==> src/rtl/ram_port_arbiter_if.sv <==
// rtl/ram_port_arbiter_if.sv - requester-side access port of the program RAM arbiter
interface ram_port_arbiter_if #(
  parameter int ADDR_W = 8,
  parameter int DATA_W = 8
);
  logic              req;
  logic              rw;
  logic [ADDR_W-1:0] adr;
  logic [DATA_W-1:0] wdata;
  logic              ack;
  logic [DATA_W-1:0] rdata;

  modport master (output req, rw, adr, wdata, input ack, rdata);
  modport slave  (input req, rw, adr, wdata, output ack, rdata);
endinterface

==> src/rtl/ram_port_arbiter.sv <==
// rtl/ram_port_arbiter.sv - shares the program RAM between boot loader (A) and core (B)
// Optional access-conflict counter is built when ARB_STATS_EN is defined.
module ram_port_arbiter #(
  parameter int ADDR_W = 8,
  parameter int DATA_W = 8,
  parameter int RD_LAT = 1
) (
  input  logic              clk,
  input  logic              rst_n,
  input  logic              ce,
  input  logic              boot,
  ram_port_arbiter_if.slave port_a,
  ram_port_arbiter_if.slave port_b,
  output logic              ram_enable,
  output logic              ram_rw,
  output logic [ADDR_W-1:0] ram_adr,
  output logic [DATA_W-1:0] ram_in,
  input  logic [DATA_W-1:0] ram_out
`ifdef ARB_STATS_EN
  ,
  output logic [7:0]        conflict_cnt
`endif
);

  localparam int CNT_W = (RD_LAT > 1) ? $clog2(RD_LAT) : 1;

  typedef enum logic [1:0] {IDLE, ISSUE, WAIT, ACK} state_t;

  state_t            state;
  logic              gnt;
  logic              last_b;
  logic              lat_rw;
  logic [ADDR_W-1:0] lat_adr;
  logic [DATA_W-1:0] lat_wdata;
  logic [CNT_W-1:0]  wait_cnt;
  logic [DATA_W-1:0] a_rdata;
  logic [DATA_W-1:0] b_rdata;

  logic elig_a;
  logic elig_b;
  logic pick_b;

  // B loses a conflict only when it was the last port served
  assign elig_a = port_a.req;
  assign elig_b = port_b.req & ~boot;
  assign pick_b = elig_b & (~elig_a | ~last_b);

  always_ff @(posedge clk or negedge rst_n) begin
    if (!rst_n) begin
      state     <= IDLE;
      gnt       <= 1'b0;
      last_b    <= 1'b1;
      lat_rw    <= 1'b0;
      lat_adr   <= '0;
      lat_wdata <= '0;
      wait_cnt  <= '0;
      a_rdata   <= '0;
      b_rdata   <= '0;
    end else if (ce) begin
      case (state)
        IDLE: begin
          if (elig_a | elig_b) begin
            gnt       <= pick_b;
            last_b    <= pick_b;
            lat_rw    <= pick_b ? port_b.rw    : port_a.rw;
            lat_adr   <= pick_b ? port_b.adr   : port_a.adr;
            lat_wdata <= pick_b ? port_b.wdata : port_a.wdata;
            state     <= ISSUE;
          end
        end
        ISSUE: begin
          wait_cnt <= '0;
          state    <= WAIT;
        end
        WAIT: begin
          if (wait_cnt == CNT_W'(RD_LAT - 1)) begin
            if (!lat_rw) begin
              if (gnt) b_rdata <= ram_out;
              else     a_rdata <= ram_out;
            end
            state <= ACK;
          end else begin
            wait_cnt <= wait_cnt + 1'b1;
          end
        end
        ACK:     state <= IDLE;
        default: state <= IDLE;
      endcase
    end
  end

`ifdef ARB_STATS_EN
  always_ff @(posedge clk or negedge rst_n) begin
    if (!rst_n) begin
      conflict_cnt <= '0;
    end else if (ce && state == IDLE && port_b.req && (port_a.req || boot)
                 && conflict_cnt != 8'hFF) begin
      conflict_cnt <= conflict_cnt + 8'd1;
    end
  end
`endif

  assign ram_enable   = (state == ISSUE) & ce;
  assign ram_rw       = lat_rw;
  assign ram_adr      = lat_adr;
  assign ram_in       = lat_wdata;
  assign port_a.ack   = (state == ACK) & ce & ~gnt;
  assign port_b.ack   = (state == ACK) & ce & gnt;
  assign port_a.rdata = a_rdata;
  assign port_b.rdata = b_rdata;

endmodule
==> src/flat_wrapper.sv <==
// flat-port wrapper written by rule: the top's interface ports become plain ports
module ram_port_arbiter_flat 
#(
  parameter int ADDR_W = 8,
  parameter int DATA_W = 8,
  parameter int RD_LAT = 1
)
  (clk, rst_n, ce, boot, ram_enable, ram_rw, ram_adr, ram_in, ram_out, port_a_req, port_a_rw, port_a_adr, port_a_wdata, port_a_ack, port_a_rdata, port_b_req, port_b_rw, port_b_adr, port_b_wdata, port_b_ack, port_b_rdata);
  ram_port_arbiter_if #(.ADDR_W(ADDR_W), .DATA_W(DATA_W)) port_a_i ();
  ram_port_arbiter_if #(.ADDR_W(ADDR_W), .DATA_W(DATA_W)) port_b_i ();
  input  logic clk;
  input  logic rst_n;
  input  logic ce;
  input  logic boot;
  output logic ram_enable;
  output logic ram_rw;
  output logic [ADDR_W-1:0] ram_adr;
  output logic [DATA_W-1:0] ram_in;
  input  logic [DATA_W-1:0] ram_out;
  input wire logic [$bits(port_a_i.req)-1:0] port_a_req;
  input wire logic [$bits(port_a_i.rw)-1:0] port_a_rw;
  input wire logic [$bits(port_a_i.adr)-1:0] port_a_adr;
  input wire logic [$bits(port_a_i.wdata)-1:0] port_a_wdata;
  output wire logic [$bits(port_a_i.ack)-1:0] port_a_ack;
  output wire logic [$bits(port_a_i.rdata)-1:0] port_a_rdata;
  input wire logic [$bits(port_b_i.req)-1:0] port_b_req;
  input wire logic [$bits(port_b_i.rw)-1:0] port_b_rw;
  input wire logic [$bits(port_b_i.adr)-1:0] port_b_adr;
  input wire logic [$bits(port_b_i.wdata)-1:0] port_b_wdata;
  output wire logic [$bits(port_b_i.ack)-1:0] port_b_ack;
  output wire logic [$bits(port_b_i.rdata)-1:0] port_b_rdata;
  assign port_a_i.req = port_a_req;
  assign port_a_i.rw = port_a_rw;
  assign port_a_i.adr = port_a_adr;
  assign port_a_i.wdata = port_a_wdata;
  assign port_a_ack = port_a_i.ack;
  assign port_a_rdata = port_a_i.rdata;
  assign port_b_i.req = port_b_req;
  assign port_b_i.rw = port_b_rw;
  assign port_b_i.adr = port_b_adr;
  assign port_b_i.wdata = port_b_wdata;
  assign port_b_ack = port_b_i.ack;
  assign port_b_rdata = port_b_i.rdata;
  ram_port_arbiter #(.ADDR_W(ADDR_W), .DATA_W(DATA_W), .RD_LAT(RD_LAT)) u_core (.clk(clk), .rst_n(rst_n), .ce(ce), .boot(boot), .port_a(port_a_i), .port_b(port_b_i), .ram_enable(ram_enable), .ram_rw(ram_rw), .ram_adr(ram_adr), .ram_in(ram_in), .ram_out(ram_out));
endmodule
==> config.mk <==
export PLATFORM = sky130hd
export DESIGN_NAME = ram_port_arbiter_flat
export DESIGN_NICKNAME = d
export VERILOG_FILES = /design/src/rtl/ram_port_arbiter_if.sv /design/src/rtl/ram_port_arbiter.sv /design/src/flat_wrapper.sv
export SDC_FILE = /design/constraint.sdc
export NUM_CORES = 1
export LEC_CHECK = 0
export BUFFER_PORTS_ARGS = -buffer_cell sky130_fd_sc_hd__buf_4
export CAP_MARGIN = 15
export CORE_MARGIN = 2
export CORE_UTILIZATION = 48
export DETAILED_ROUTE_END_ITERATION = 7
export HOLD_SLACK_MARGIN = 0.12
export PLACE_DENSITY_LB_ADDON = 0.05
export SYNTH_ARGS = -nofsm -noshare
export SYNTH_HDL_FRONTEND = slang
export SYNTH_SLANG_ARGS = --single-unit
==> constraint.sdc <==
create_clock -name clk -period 3.44 [get_ports clk]
set_input_delay 0.172 -clock clk [delete_from_list [all_inputs] [get_ports clk]]
set_output_delay 0.172 -clock clk [all_outputs]
set_load 0.01 [all_outputs]
Word-level counts from Yosys, hierarchy flattened
Cells that the tools add are included.
Operators by class
  add/subtract/negate cells: 1
  equality and inequality tests: 5
  multiplexer cells: 8
  bitwise logic cells: 14
  reductions and logical operators: 7
Operators by type and width (count)
  8-bit 2-to-1 mux: 2
  5-bit AND reduction: 2
  2-bit case mux with 4 select lines: 1
  1-bit AND: 6
  1-bit NOT: 6
  3-bit AND reduction: 2
  2-bit equality test (second input constant): 2
  2-bit 2-to-1 mux: 2
  2-bit by 1-bit equality test with 1-bit output (second input constant): 1
  2-bit zero test: 1
  1-bit 2-to-1 mux: 2
  2-bit by 1-bit inequality test with 1-bit output (second input constant): 1
  2-bit inequality test (second input constant): 1
  1-bit OR: 2
  1-bit case mux with 2 select lines: 1
  2-bit AND reduction: 1
  2-bit nonzero test: 1
  1-bit adder (second input constant): 1
Word-level totals
  flip-flop bits (word level): 38
  input port bits: 48
  output and inout bits: 36
  word-level logic and storage cells: 44

Logic depth before layout (Yosys ltp)
  depth after elaboration: 5
  gate-level depth with buffers: 7
  depth with buffers taken out: 6

Worst setup path after synthesis
Ideal clock, no wire load.
  path kind: register to register
  start point: reg u_core.state[0]
  end point: reg u_core.a_rdata[0], in the netlist u_core.port_a.rdata[0]
  library setup time: 0.125 ns
  arrival time: 1.328 ns
  required time: 3.315 ns
  slack: 1.987 ns
  cell stages (with the launch flop): 6
  buffers on the path: 0
  cell sequence: dfrtp_1 > inv_1 > ha_1 > nand2_2 > nor3_4 > mux2_2
Between the ends
  longest elaborated chain between the ends: 2
Ends and longest elaborated chain
  start, declared: line ram_port_arbiter.sv:29  | state_t state;
  start signal, assigned: line ram_port_arbiter.sv:50  | state <= IDLE;
  start signal, assigned: line ram_port_arbiter.sv:68  | state <= ISSUE;
  start signal, assigned: line ram_port_arbiter.sv:73  | state <= WAIT;
  2-bit equality test: line ram_port_arbiter.sv:60  | case (state)
  5-bit AND reduction (no source line)
  end signal, assigned: line ram_port_arbiter.sv:79  | else a_rdata <= ram_out;
  end, declared: line ram_port_arbiter.sv:36  | logic [DATA_W-1:0] a_rdata;
No other way between the ends.
A chain may end at the register's enable or synchronous reset.

Worst setup path in the final report
  start point: reg u_core.last_b
  end point: reg u_core.lat_adr[5], in the netlist u_core.ram_adr[5]
Between the ends
  longest elaborated chain between the ends: 4
Ends and longest elaborated chain
  start, declared: line ram_port_arbiter.sv:31  | logic last_b;
  start signal, assigned: line ram_port_arbiter.sv:64  | last_b <= pick_b;
  1-bit NOT: line ram_port_arbiter.sv:46  | assign pick_b = elig_b & (~elig_a | ~last_b);
  1-bit OR: line ram_port_arbiter.sv:46
  1-bit AND: line ram_port_arbiter.sv:46
  8-bit 2-to-1 mux: line ram_port_arbiter.sv:66  | lat_adr <= pick_b ? port_b.adr : port_a.adr;
  end signal, assigned: line ram_port_arbiter.sv:66
  end, declared: line ram_port_arbiter.sv:33  | logic [ADDR_W-1:0] lat_adr;
No other way between the ends.

==> impl_results.md <==
- Pint: 1.158 mW
- Via count of the routed design: 1311
- Die ar.: 3956 sq um
- Fin crit share: 0.5431
- H-tree levels: 2
- Status: complete, no violations
- Number of DRC markers in iteration 0: 19
- Crit path max-delay family: buffers and inverters
- Reg-to-Reg Start: u_core.last_b$_DFFE_PN1P_
- Post-cts resize count: 0
- Root Buffer: clkbuf_4
- Grt ovf: 0
- CP Class: flip-flop to flip-flop
- First-pass GRT wire length: 5961 um
- Net Sw Frac: 0.3441
- CP Buf/Inv Count: 1
- Final GP Congestion: 0.6770
- Critical Path AT: 2.08 ns
- Crit start category: flip-flop
- Synth area leader: dfrtp_1
- Sequential Power Share: 0.437
- CTS tree: done
- Grt met1 use: 0.2350
- Unique masters post-synth: 22
- Total number of yosys warnings: 0
- Setup Fix Bufs, Post-CTS: 0
- Clk_lat worst skew: 0.33 ns
- Filler Cells Inserted: 225
- Final wirelength: 3661 um
- Post-synthesis async set-or-reset flop share: 1.000
- Fmax: 535.2 MHz
- I/O Buffers: 83
- Initial core utilization: 0.4991
- Register area share after synthesis: 0.5567
- Slack of the critical path: 1.572 ns
- Share of layout cells above drive strength 1: 0.4748
- Synth Register Bits: 37
- Ant. Diodes: 0
- Min Clock Period, post-route: 1.868 ns
- Count leader, synth: dfrtp_1
- Main synth FF type: dfrtp_1
- Final cell count without fillers: 284
- Die X: 62.90 um
- Setup violations, final: 0
- NetSw: 607.6 uW
- Hold_buf cts: 14
- Clock skew: 0.01278 ns
- Cell depth of the worst flop-to-flop path: 5
- Synth area leaders: dfrtp_1, mux2_2, mux2i_1, o21ai_0, nand2_1
- CP max FO: 19
- Drt first pass iters: 4
- Die outline height: 62.90 um
- Initial antenna violation count: 0
- Worst slew pin tran: 0.4514 ns
- Clock Sinks: 37
- WP data required: 3.66 ns
- Post-synth top area share: 0.5409
- M3 GR Usage: 0.04324
- Antenna viol nets, final: 0
- Synth Cell Area: 1665 sq um
- Worst slack at placement: 1.823 ns
- Largest buffer count on any clock path: 2
- Power Total: 1.766 mW
- Worst Hold Launch: port_b_rw
- Unrepaired setup endpoints after global routing: no
- R2R Setup Slk: 1.57 ns
- HP Class: input port to flip-flop
- Setup Total Neg Slack: 0 ns
- EDFF count, synth: 0
- Comb pwr share: 0.442
- DRC: 0
- Slew HR: 0.6991
- Worst vdd ir: 0.4051 mV
- Reg2reg end: u_core.ram_adr[5]$_DFFE_PN0P_
- Area of the core: 3337 sq um
- Pins over their slew limit: 0
- Biggest cell delay along the critical path: 0.56 ns
- WL/cell: 12.89 um
- Slowest stage cell, crit path: dlygate4sd3_1
- NumNets Final: 289
- Tot GR Track Use: 0.1970
- Synth Area per Inst: 12.25 sq um
- Row cnt: 21
- CTS buffer count: 5
- Final hold vios: 0
- Hold EP: u_core.ram_rw$_DFFE_PN0P_
- Total I/O pin count: 84
- Max-Cap Viols: 0
- Leak: 1.346 nW
- Syn Nets: 188
- Final core utilization: 0.7533
- Crit-path cells: nand2_1 -> nand2_4 -> mux2i_1 -> dlygate4sd3_1 -> o21ai_0
- Power Dens Cells: 702.5 nW/um^2
- Cell count after synthesis: 136
- Clk pin slew, worst setup/hold paths: 0.11 ns
- Via density: 4.616
- Hold Path Stages: 3
- M2 GR Usage: 0.3418
- Most Crowded Layer GR: met2
- Placed cell count: 261
- CP Capture Type: flip-flop
- Largest net degree at the start of global routing: 39
- Post-synth top cells: dfrtp_1, nand2_1, o21ai_0
- Vias in the first global route: 1328
- Post-DP HPWL: 2645 um
- Clk pwr share: 0.121
- Area grow syn2layout: 50.94%
logic make-up (layout without fill, tap and decap cells):
logic type	after synthesis	in the layout	synth area share
simple gates	31	31	0.09392
buf+inv	8	110	0.03155
compound gates	22	22	0.07062
fa+ha+maj	4	4	0.03005
mux	34	34	0.2171
flops	37	37	0.5567
cell type report:
type                       count  area [sq um]  area share
clock inverter                 2         10.01    0.003982
timing repair buffer          99         780.7      0.3106
sequential                    37         927.1      0.3688
tap                           46         57.56     0.02290
inverter                       3         11.26    0.004480
clock buffer                   6         41.29     0.01643
multi-input combinational     91         685.7      0.2728
sequential cells by signal, indices dropped and copies added (netlist names):
register	flops
u_core.port_b.rdata	8
u_core.last_b	1
u_core.ram_rw	1
u_core.gnt	1
u_core.ram_adr	8
u_core.state	2
u_core.port_a.rdata	8
u_core.ram_in	8
stage by stage:
step | hold slack [ns] | instance area [sq um]
floorplan | -0.1236 | 1665
global placement | 0.1497 | 2312
detailed placement | 0.1550 | 2312
CTS | 0.1203 | 2504
global route | 0.1234 | 2514
finish | 0.1261 | 2514
power by group through the flow:
stage	Sequential, mW	Clock, mW	Combinational, mW
floorplan	0.849	0	0.293
detailed placement	0.781	0	0.776
global route	0.801	0.242	0.852
global placement	0.769	0	0.743
CTS	0.772	0.221	0.789
finish	0.773	0.213	0.780
routing by layer:
metal  up-vias  wire length [um]
met5         -                 0
met3         2               211
met2        55              1874
met4         0                28
met1       582              1546
li1        672                 -
worst max-delay path by stage:
stage,from,endpoint,slack (ns),depth (start not counted)
after floorplan,u_core.state[0]$_DFFE_PN0P_,u_core.port_a.rdata[0]$_DFFE_PN0P_,1.99,5
after global placement,u_core.state[0]$_DFFE_PN0P_,u_core.port_a.rdata[5]$_DFFE_PN0P_,1.89,5
after detailed placement,u_core.state[0]$_DFFE_PN0P_,u_core.port_a.rdata[4]$_DFFE_PN0P_,1.82,5
after CTS,u_core.last_b$_DFFE_PN1P_,u_core.ram_adr[5]$_DFFE_PN0P_,1.59,5
after global routing,u_core.last_b$_DFFE_PN1P_,u_core.ram_adr[5]$_DFFE_PN0P_,1.48,5
final,u_core.last_b$_DFFE_PN1P_,u_core.ram_adr[5]$_DFFE_PN0P_,1.57,5
worst min-delay path: stages:
cell	delay, ns
buf_4	0.07
mux2i_1	0.05
o21ai_0	0.14
cell usage in the layout, fill, tap and decap left out:
master | netlist | layout
and2_1 | 1 | 1
inv_1 | 3 | 3
o21ai_0 | 19 | 19
and3_1 | 1 | 1
nand2_2 | 2 | 2
clkbuf_1 | 1 | 1
o32a_1 | 1 | 1
buf_4 | 2 | 84
mux2_1 | 1 | 1
nand2_1 | 21 | 21
dlygate4sd3_1 | 0 | 15
nor3_4 | 1 | 1
nand2_4 | 1 | 1
mux2_2 | 16 | 16
nor2_1 | 3 | 3
mux2i_1 | 17 | 17
clkinv_2 | 0 | 2
o211ai_1 | 1 | 1
ha_1 | 4 | 4
dfrtp_1 | 36 | 36
a21oi_1 | 1 | 1
dfstp_2 | 1 | 1
nor2b_4 | 1 | 1
clkbuf_4 | 0 | 5
Note: power is estimated with default switching activity, not from simulation.
